<file path="src/rtl/led_blink_array.sv">
// led_blink_array: per-channel OFF/ON/BLINK/PULSE LED drivers sharing one prescaler tick, configured via a valid/ready write port
module led_blink_array #(
  parameter int CHANNELS = 4,
  parameter int CNT_W    = 32,
  parameter int PRESCALE = 25000,
  parameter int CH_W     = 2
) (
  input  logic                clk,
  input  logic                reset,
  input  logic                cfg_valid,
  output logic                cfg_ready,
  input  logic [CH_W-1:0]     cfg_chan,
  input  logic [1:0]          cfg_mode,
  input  logic [CNT_W-1:0]    cfg_period,
  output logic [CHANNELS-1:0] led,
  output logic [CHANNELS-1:0] pulse_done,
  output logic                cfg_err
);
  typedef enum logic [1:0] {OFF, ON, BLINK, PULSE} mode_e;
  localparam int PW = $clog2(PRESCALE);
  logic [PW-1:0] presc_q, presc_d;
  logic rdy_q, rdy_d, err_q, err_d;
  logic [CHANNELS-1:0] led_q, led_d, done_q, done_d, wr, wrap;
  mode_e mode_q [CHANNELS];
  mode_e mode_d [CHANNELS];
  logic [CNT_W-1:0] per_q [CHANNELS];
  logic [CNT_W-1:0] per_d [CHANNELS];
  logic [CNT_W-1:0] cnt_q [CHANNELS];
  logic [CNT_W-1:0] cnt_d [CHANNELS];
  logic tick, accept, chan_ok;
  assign tick    = presc_q == PW'(PRESCALE - 1);
  assign accept  = cfg_valid && rdy_q;
  assign chan_ok = {1'b0, cfg_chan} < (CH_W + 1)'(CHANNELS);
  for (genvar i = 0; i < CHANNELS; i++) begin : g_ch
    assign wr[i]   = accept && ({1'b0, cfg_chan} == (CH_W + 1)'(i));
    assign wrap[i] = cnt_q[i] == per_q[i] - CNT_W'(1);
  end
  always_comb begin
    presc_d = tick ? '0 : presc_q + PW'(1);
    rdy_d   = !accept;
    err_d   = accept && !chan_ok;
    led_d   = led_q;
    done_d  = '0;
    for (int i = 0; i < CHANNELS; i++) begin
      mode_d[i] = mode_q[i];
      per_d[i]  = per_q[i];
      cnt_d[i]  = cnt_q[i];
      if (wr[i]) begin
        mode_d[i] = mode_e'(cfg_mode);
        per_d[i]  = (cfg_period == '0) ? CNT_W'(1) : cfg_period;
        cnt_d[i]  = '0;
        led_d[i]  = mode_e'(cfg_mode) != OFF;
      end else if (tick && (mode_q[i] == BLINK || mode_q[i] == PULSE)) begin
        cnt_d[i]  = wrap[i] ? '0 : cnt_q[i] + CNT_W'(1);
        led_d[i]  = wrap[i] ? (mode_q[i] == BLINK && !led_q[i]) : led_q[i];
        done_d[i] = wrap[i] && mode_q[i] == PULSE;
        mode_d[i] = (wrap[i] && mode_q[i] == PULSE) ? OFF : mode_q[i];
      end
    end
  end
  always_ff @(posedge clk) begin
    if (reset) begin
      presc_q <= '0;
      rdy_q   <= 1'b0;
      err_q   <= 1'b0;
      led_q   <= '0;
      done_q  <= '0;
      for (int i = 0; i < CHANNELS; i++) begin
        mode_q[i] <= OFF;
        per_q[i]  <= '0;
        cnt_q[i]  <= '0;
      end
    end else begin
      presc_q <= presc_d;
      rdy_q   <= rdy_d;
      err_q   <= err_d;
      led_q   <= led_d;
      done_q  <= done_d;
      for (int i = 0; i < CHANNELS; i++) begin
        mode_q[i] <= mode_d[i];
        per_q[i]  <= per_d[i];
        cnt_q[i]  <= cnt_d[i];
      end
    end
  end
  assign cfg_ready  = rdy_q;
  assign cfg_err    = err_q;
  assign led        = led_q;
  assign pulse_done = done_q;
endmodule

</file>
<file path="config.mk">
export PLATFORM = sky130hd
export DESIGN_NAME = led_blink_array
export DESIGN_NICKNAME = d
export VERILOG_FILES = /design/src/rtl/led_blink_array.sv
export SDC_FILE = /design/constraint.sdc
export NUM_CORES = 1
export LEC_CHECK = 0
export BUFFER_PORTS_ARGS = -buffer_cell sky130_fd_sc_hd__buf_2
export CAP_MARGIN = 0
export CELL_PAD_IN_SITES_DETAIL_PLACEMENT = 0
export CELL_PAD_IN_SITES_GLOBAL_PLACEMENT = 1
export CORE_MARGIN = 10
export CORE_UTILIZATION = 44
export CTS_BUF_LIST = sky130_fd_sc_hd__clkbuf_4 sky130_fd_sc_hd__clkbuf_8
export DETAILED_ROUTE_END_ITERATION = 8
export GPL_TIMING_DRIVEN = 0
export PLACE_DENSITY = 0.89
export RECOVER_POWER = 25
export SYNTH_ARGS = -nofsm -noshare
export SYNTH_HDL_FRONTEND = slang
export SYNTH_SLANG_ARGS = --single-unit
</file>
<file path="constraint.sdc">
create_clock -name clk -period 3.45 [get_ports clk]
set_input_delay 0.345 -clock clk [delete_from_list [all_inputs] [get_ports clk]]
set_output_delay 0.345 -clock clk [all_outputs]
set_load 0.01 [all_outputs]
</file>
=== Word level (Yosys, flattened, before mapping) ===
Memory sizes are Yosys's and may differ from the RTL's.
Cells that the tools add are included.
W data, S select, Z words.

* Register bits after elaboration: 24
* RAM bits: 264
* Input port bits: 39
* Output and inout port bits: 10
* Word-level logic and storage cells: 156
* Memories kept: 3

* Add/subtract/negate cells: 9
* Equality and inequality tests: 16
* Mux-type cells: 56
* Bitwise operators: 16
* Reductions and logical operators: 46

{| class="wikitable"
|+ Memories
! name !! words !! width !! rd ports !! clocked after memory_dff !! wr ports !! RTL line !! RTL
|-
| cnt_q || 4 || 32 || 4 || 0 || 4 || 28 || <nowiki>logic [CNT_W-1:0] cnt_q [CHANNELS];</nowiki>
|-
| per_q || 4 || 32 || 4 || 0 || 4 || 26 || <nowiki>logic [CNT_W-1:0] per_q [CHANNELS];</nowiki>
|-
| mode_q || 4 || 2 || 4 || 0 || 4 || 24 || <nowiki>mode_e mode_q [CHANNELS];</nowiki>
|}

{| class="wikitable"
|+ Operator list
! kind !! number
|-
| $mux W32 || 25
|-
| $add A32 B1 Y32 const B || 4
|-
| $eq A32 B32 Y1 || 4
|-
| $sub A32 B1 Y32 const B || 4
|-
| $logic_not A32 Y1 || 1
|-
| $mux W2 || 16
|-
| $eq A2 B2 Y1 const B || 10
|-
| $reduce_bool A2 Y1 || 9
|-
| $logic_and A1 B1 Y1 || 17
|-
| $add A15 B1 Y15 const B || 1
|-
| $eq A15 B15 Y1 const B || 1
|-
| $mux W1 || 15
|-
| $or A1 B1 Y1 || 12
|-
| $reduce_or A3 Y1 || 4
|-
| $reduce_and A2 Y1 || 4
|-
| $logic_not A1 Y1 || 5
|-
| $logic_or A1 B1 Y1 || 4
|-
| $not A1 Y1 || 4
|-
| $eq A2 B1 Y1 const B || 1
|-
| $logic_not A2 Y1 || 1
|-
| $reduce_or A2 Y1 || 1
|}

=== Longest topological paths before layout ===
An unclocked memory read counts as a cell.

* Depth in word-level cells: 8
* Mapped depth: 14
* Depth with buffers taken out: 11

=== Least setup slack after synthesis ===
Ideal clock, no wire load.

* Path type: reg2reg
* From: mem per_q[3][0]
* To: reg led_q[3] (netlist: led[3])
* Library setup time: 86 ps
* Arrival: 3482 ps
* Data required time: 3364 ps
* Path slack: -119 ps
* Stages on the path, launching flop included: 12
* Path buffers: 0
* Clock period less this slack: 3569 ps
* Cells stage by stage: dfxtp_1 -> inv_1 -> ha_1 -> or4b_1 -> nor4b_1 -> nand4_1 -> xnor2_1 -> a2111oi_0 -> or4b_1 -> or4_4 -> o21a_1 -> a221oi_2

{| class="wikitable"
|+ RTL lines
! element !! RTL line !! RTL
|-
| from (decl) || 26 ||
|-
| to (signal assigned) || 77 || <nowiki>led_q <= led_d;</nowiki>
|-
| to (decl) || 23 || <nowiki>logic [CHANNELS-1:0] led_q, led_d, done_q, done_d, wr, wrap;</nowiki>
|}

==> qor.csv <==
stage;metric;value;unit
synthesis;synth_nets;2091;
synthesis;syn_inst;2043;
routing;wl_per_cell;17.7;um
final_layout;mostFrequentLayoutCell;nand2_1;
worst_setup_path;critical_path.cell_chain;inv_4 -> ha_4 -> or4b_4 -> nor4b_4 -> nand4_1 -> xnor2_2 -> a2111oi_2 -> or4b_4 -> or4_4 -> o21a_1 -> a221oi_2;
synthesis;ys_warn_count;0;
synthesis;synth_edf_count;0;
timing;max_freq;277;MHz
synthesis;synth_top_flop_cell;dfxtp_1;
timing;tightest_slew;830;ps
floorplan;ioPinCount;49;
final_layout;fillers;3303;
global_routing;antenna_found_initial;3;
final_layout;drive_gt1_share;16.2;%
routing;routed_via_density;5.56;
global_routing;grt_pass1_vias;14300;
routing;route.detailed.drc;0;
cts;cts_buffer_depth;3;
worst_setup_path;worstPathArrival;4150;ps
timing;drv_slew;0;
placed_design;place_congestion;0.903;
floorplan;die_width;209;um
synthesis;ys_seq_area_share;36.5;%
synthesis;syn_avg_cell_area;7.72;um2
cts;cts_buffers;51;
worst_setup_path;r2r_cells;11;
timing;fin_crit_sh;105;%
final_layout;final_cell_mix;nand2_1 (348), dfxtp_1 (272), nor2_1 (216);
worst_setup_path;max_stage_delay;520;ps
timing;setup_tns;-7490;ps
timing;hold_viol;0;
cts;htreeDepth;2;
placed_design;place_inst;2550;
worst_setup_path;critical_path.most_common_cell;or4b_4;
timing;rsz0062_at_grt;yes;
worst_setup_path;endpoint_kind;register;
worst_setup_path;slowest_stage;or4b_4;
worst_hold_path;hp-class;input pin to register;
timing;maxSlewHeadroom;44.2;%
floorplan;rows;69;
worst_setup_path;crit_family;simple AND/OR/NAND/NOR gates;
placed_design;io_buffer_count;46;
flow_run;maxCapViolCount;0;
floorplan;die_h;209;um
worst_setup_path;worst-endpoint-required;3990;ps
global_routing;grt_first_pass_wirelength;75.2;mm
final_layout;fin_cells;2698;
placed_design;hpwl;33.5;mm
power;power.leakage;6.90;nW
routing;drt-pass1-iter-count;6;
power;cellPowerDensity;415;nW/um2
worst_setup_path;start_kind;register;
synthesis;async_flop_share;0;%
timing;setup_ws;-162;ps
synthesis;yosys.cell_types.count;78;
timing;hold_slack;33.4;ps
cts;clock-sinks;288;
status;violations;negative setup slack;
timing;setup_viol;66;
synthesis;synth_area;15800;um2
global_routing;track_usage;20.7;%
global_routing;grt_start_max_net_pins;14;
global_routing;grt-ovfl-total;0;
cts;cts.reportedPaths.clkPinSlew;60;ps
floorplan;start_util;44.5;%
routing;first_iter_violations;1275;
cts;cts_tree;yes;
worst_setup_path;critPathBufInv;1;
worst_setup_path;critical_path_depth;11;
final_layout;final_nets;2244;
timing;finalCriticalPeriod;3610;ps
synthesis;synth_seq_cells;288;
cts;root_buffer;clkbuf_8;
worst_hold_path;hold_depth;3;
final_layout;area_growth;20.6;%
routing;antenna_left;0;
worst_setup_path;crit_fanout;4;
floorplan;core;35500;um2
cts;worstSkewPairLatency;640;ps
routing;drt_wl_total;47.6;mm
worst_setup_path;crit_type;register to register;
routing;vias;15000;
power;total_power;7.89;mW
power;vdd_drop_max;218;uV
timing;fin_worst_skew;28.0;ps
floorplan;dieArea;43800;um2
status;status;finished, violations left;
through the flow:
stage	setup WS [ps]	instance area (um2)	utilization, %
2_1_floorplan	-8.64	15800	-
3_3_place_gp	-1180	16600	46.8
3_5_place_dp	-941	16600	46.8
4_1_cts	-177	18500	52.0
5_1_grt	-270	19000	53.6
6_report	-162	19000	53.6
power by group:
part / leakage, nW / switching (mW) / internal, mW
logic: 3.97 / 0.612 / 0.443
clock network: 0.591 / 1.46 / 1.97
registers: 2.34 / 0.0558 / 3.36
total: 6.90 / 2.12 / 5.77
routing by layer:
metal / routed length, um / global-route usage [%] / up-vias
li1: - / - / 7386
met1: 20500 / 25.5 / 7086
met2: 22700 / 35.0 / 396
met3: 2320 / 3.21 / 129
met4: 2030 / 9.23 / 0
met5: 0 / 0 / -
logic make-up (layout without fill, tap and decap cells):
| kind of cell | after synthesis | count (layout) | synth area share [%] |
|---|---|---|---|
| other | 1 | 3 | 0.0238 |
| buffers and inverters | 126 | 318 | 3.28 |
| adder cells (fa/ha/maj) | 9 | 9 | 0.714 |
| AO/OA/AOI/OAI | 293 | 293 | 11.5 |
| multiplexers | 8 | 8 | 0.508 |
| XOR/XNOR | 288 | 288 | 16.0 |
| AND/OR/NAND/NOR | 1030 | 1030 | 31.5 |
| flip-flops | 288 | 288 | 36.5 |
synthesized netlist by cell type (6+ instances only):
cell type	n	area, um2
nand2_1	353	1330
dfxtp_1	288	5770
nor2_1	260	976
a21oi_1	154	771
xnor2_1	144	1260
xor2_1	144	1260
clkbuf_1	78	293
nand3_1	76	380
nor3_1	59	295
nand4_1	54	338
nor4_1	45	282
inv_1	32	120
o21ai_0	28	140
and3_1	24	150
or4_1	22	165
or3_1	20	125
nand2b_1	15	93.8
and2_1	13	81.3
a31oi_1	12	75.1
nor2b_1	12	75.1
a211oi_1	11	82.6
o31ai_1	11	82.6
or2_2	11	68.8
and4_1	10	87.6
o211ai_1	10	75.1
ha_1	9	113
nor3b_1	9	67.6
nor4b_1	9	78.8
mux2i_1	8	80.1
nand3b_1	8	60.1
nand4b_1	7	61.3
a211o_1	6	52.6
o2111ai_1	6	52.6
worst min-delay path, delay by kind of cell:
family | cells | cell delay [ps]
compound gates | 1 | 50
simple gates | 1 | 70
buf+inv | 1 | 160
final timing paths:
path,slack [ps],startpoint,to
max,-160,per_q[3][1],led[3]
min,30,cfg_period[31],per_q[0][31]
max reg2reg,-160,per_q[3][1],led[3]
min reg2reg,480,per_q[0][25],per_q[0][25]
flip-flops by register name (all words and copies together) (netlist names):
register / count
cfg_ready: 1
cnt_q: 128
led: 4
mode_q: 8
per_q: 128
presc_q: 15
pulse_done: 4
layout make-up:
class	instances	area, um2	share of cell area (%)
Antenna cell	2	5.00	0.0263
Buffer	85	429	2.26
Clock buffer	83	1040	5.45
Clock inverter	9	78.8	0.414
Inverter	32	125	0.658
Multi-Input combinational cell	1629	10100	53.3
Sequential cell	288	5810	30.6
Tap cell	461	577	3.03
Timing Repair Buffer	109	821	4.31
repair_timing:
action	4_1_cts	5_1_grt
hold buffers	2	0
buffers inserted	31	24
hold endpoints to repair	2	0
gates resized for setup	108	112
setup endpoints to repair	144	139
pin swaps	69	54
cloned	7	1
No activity file was read; power rests on OpenSTA's default activity.
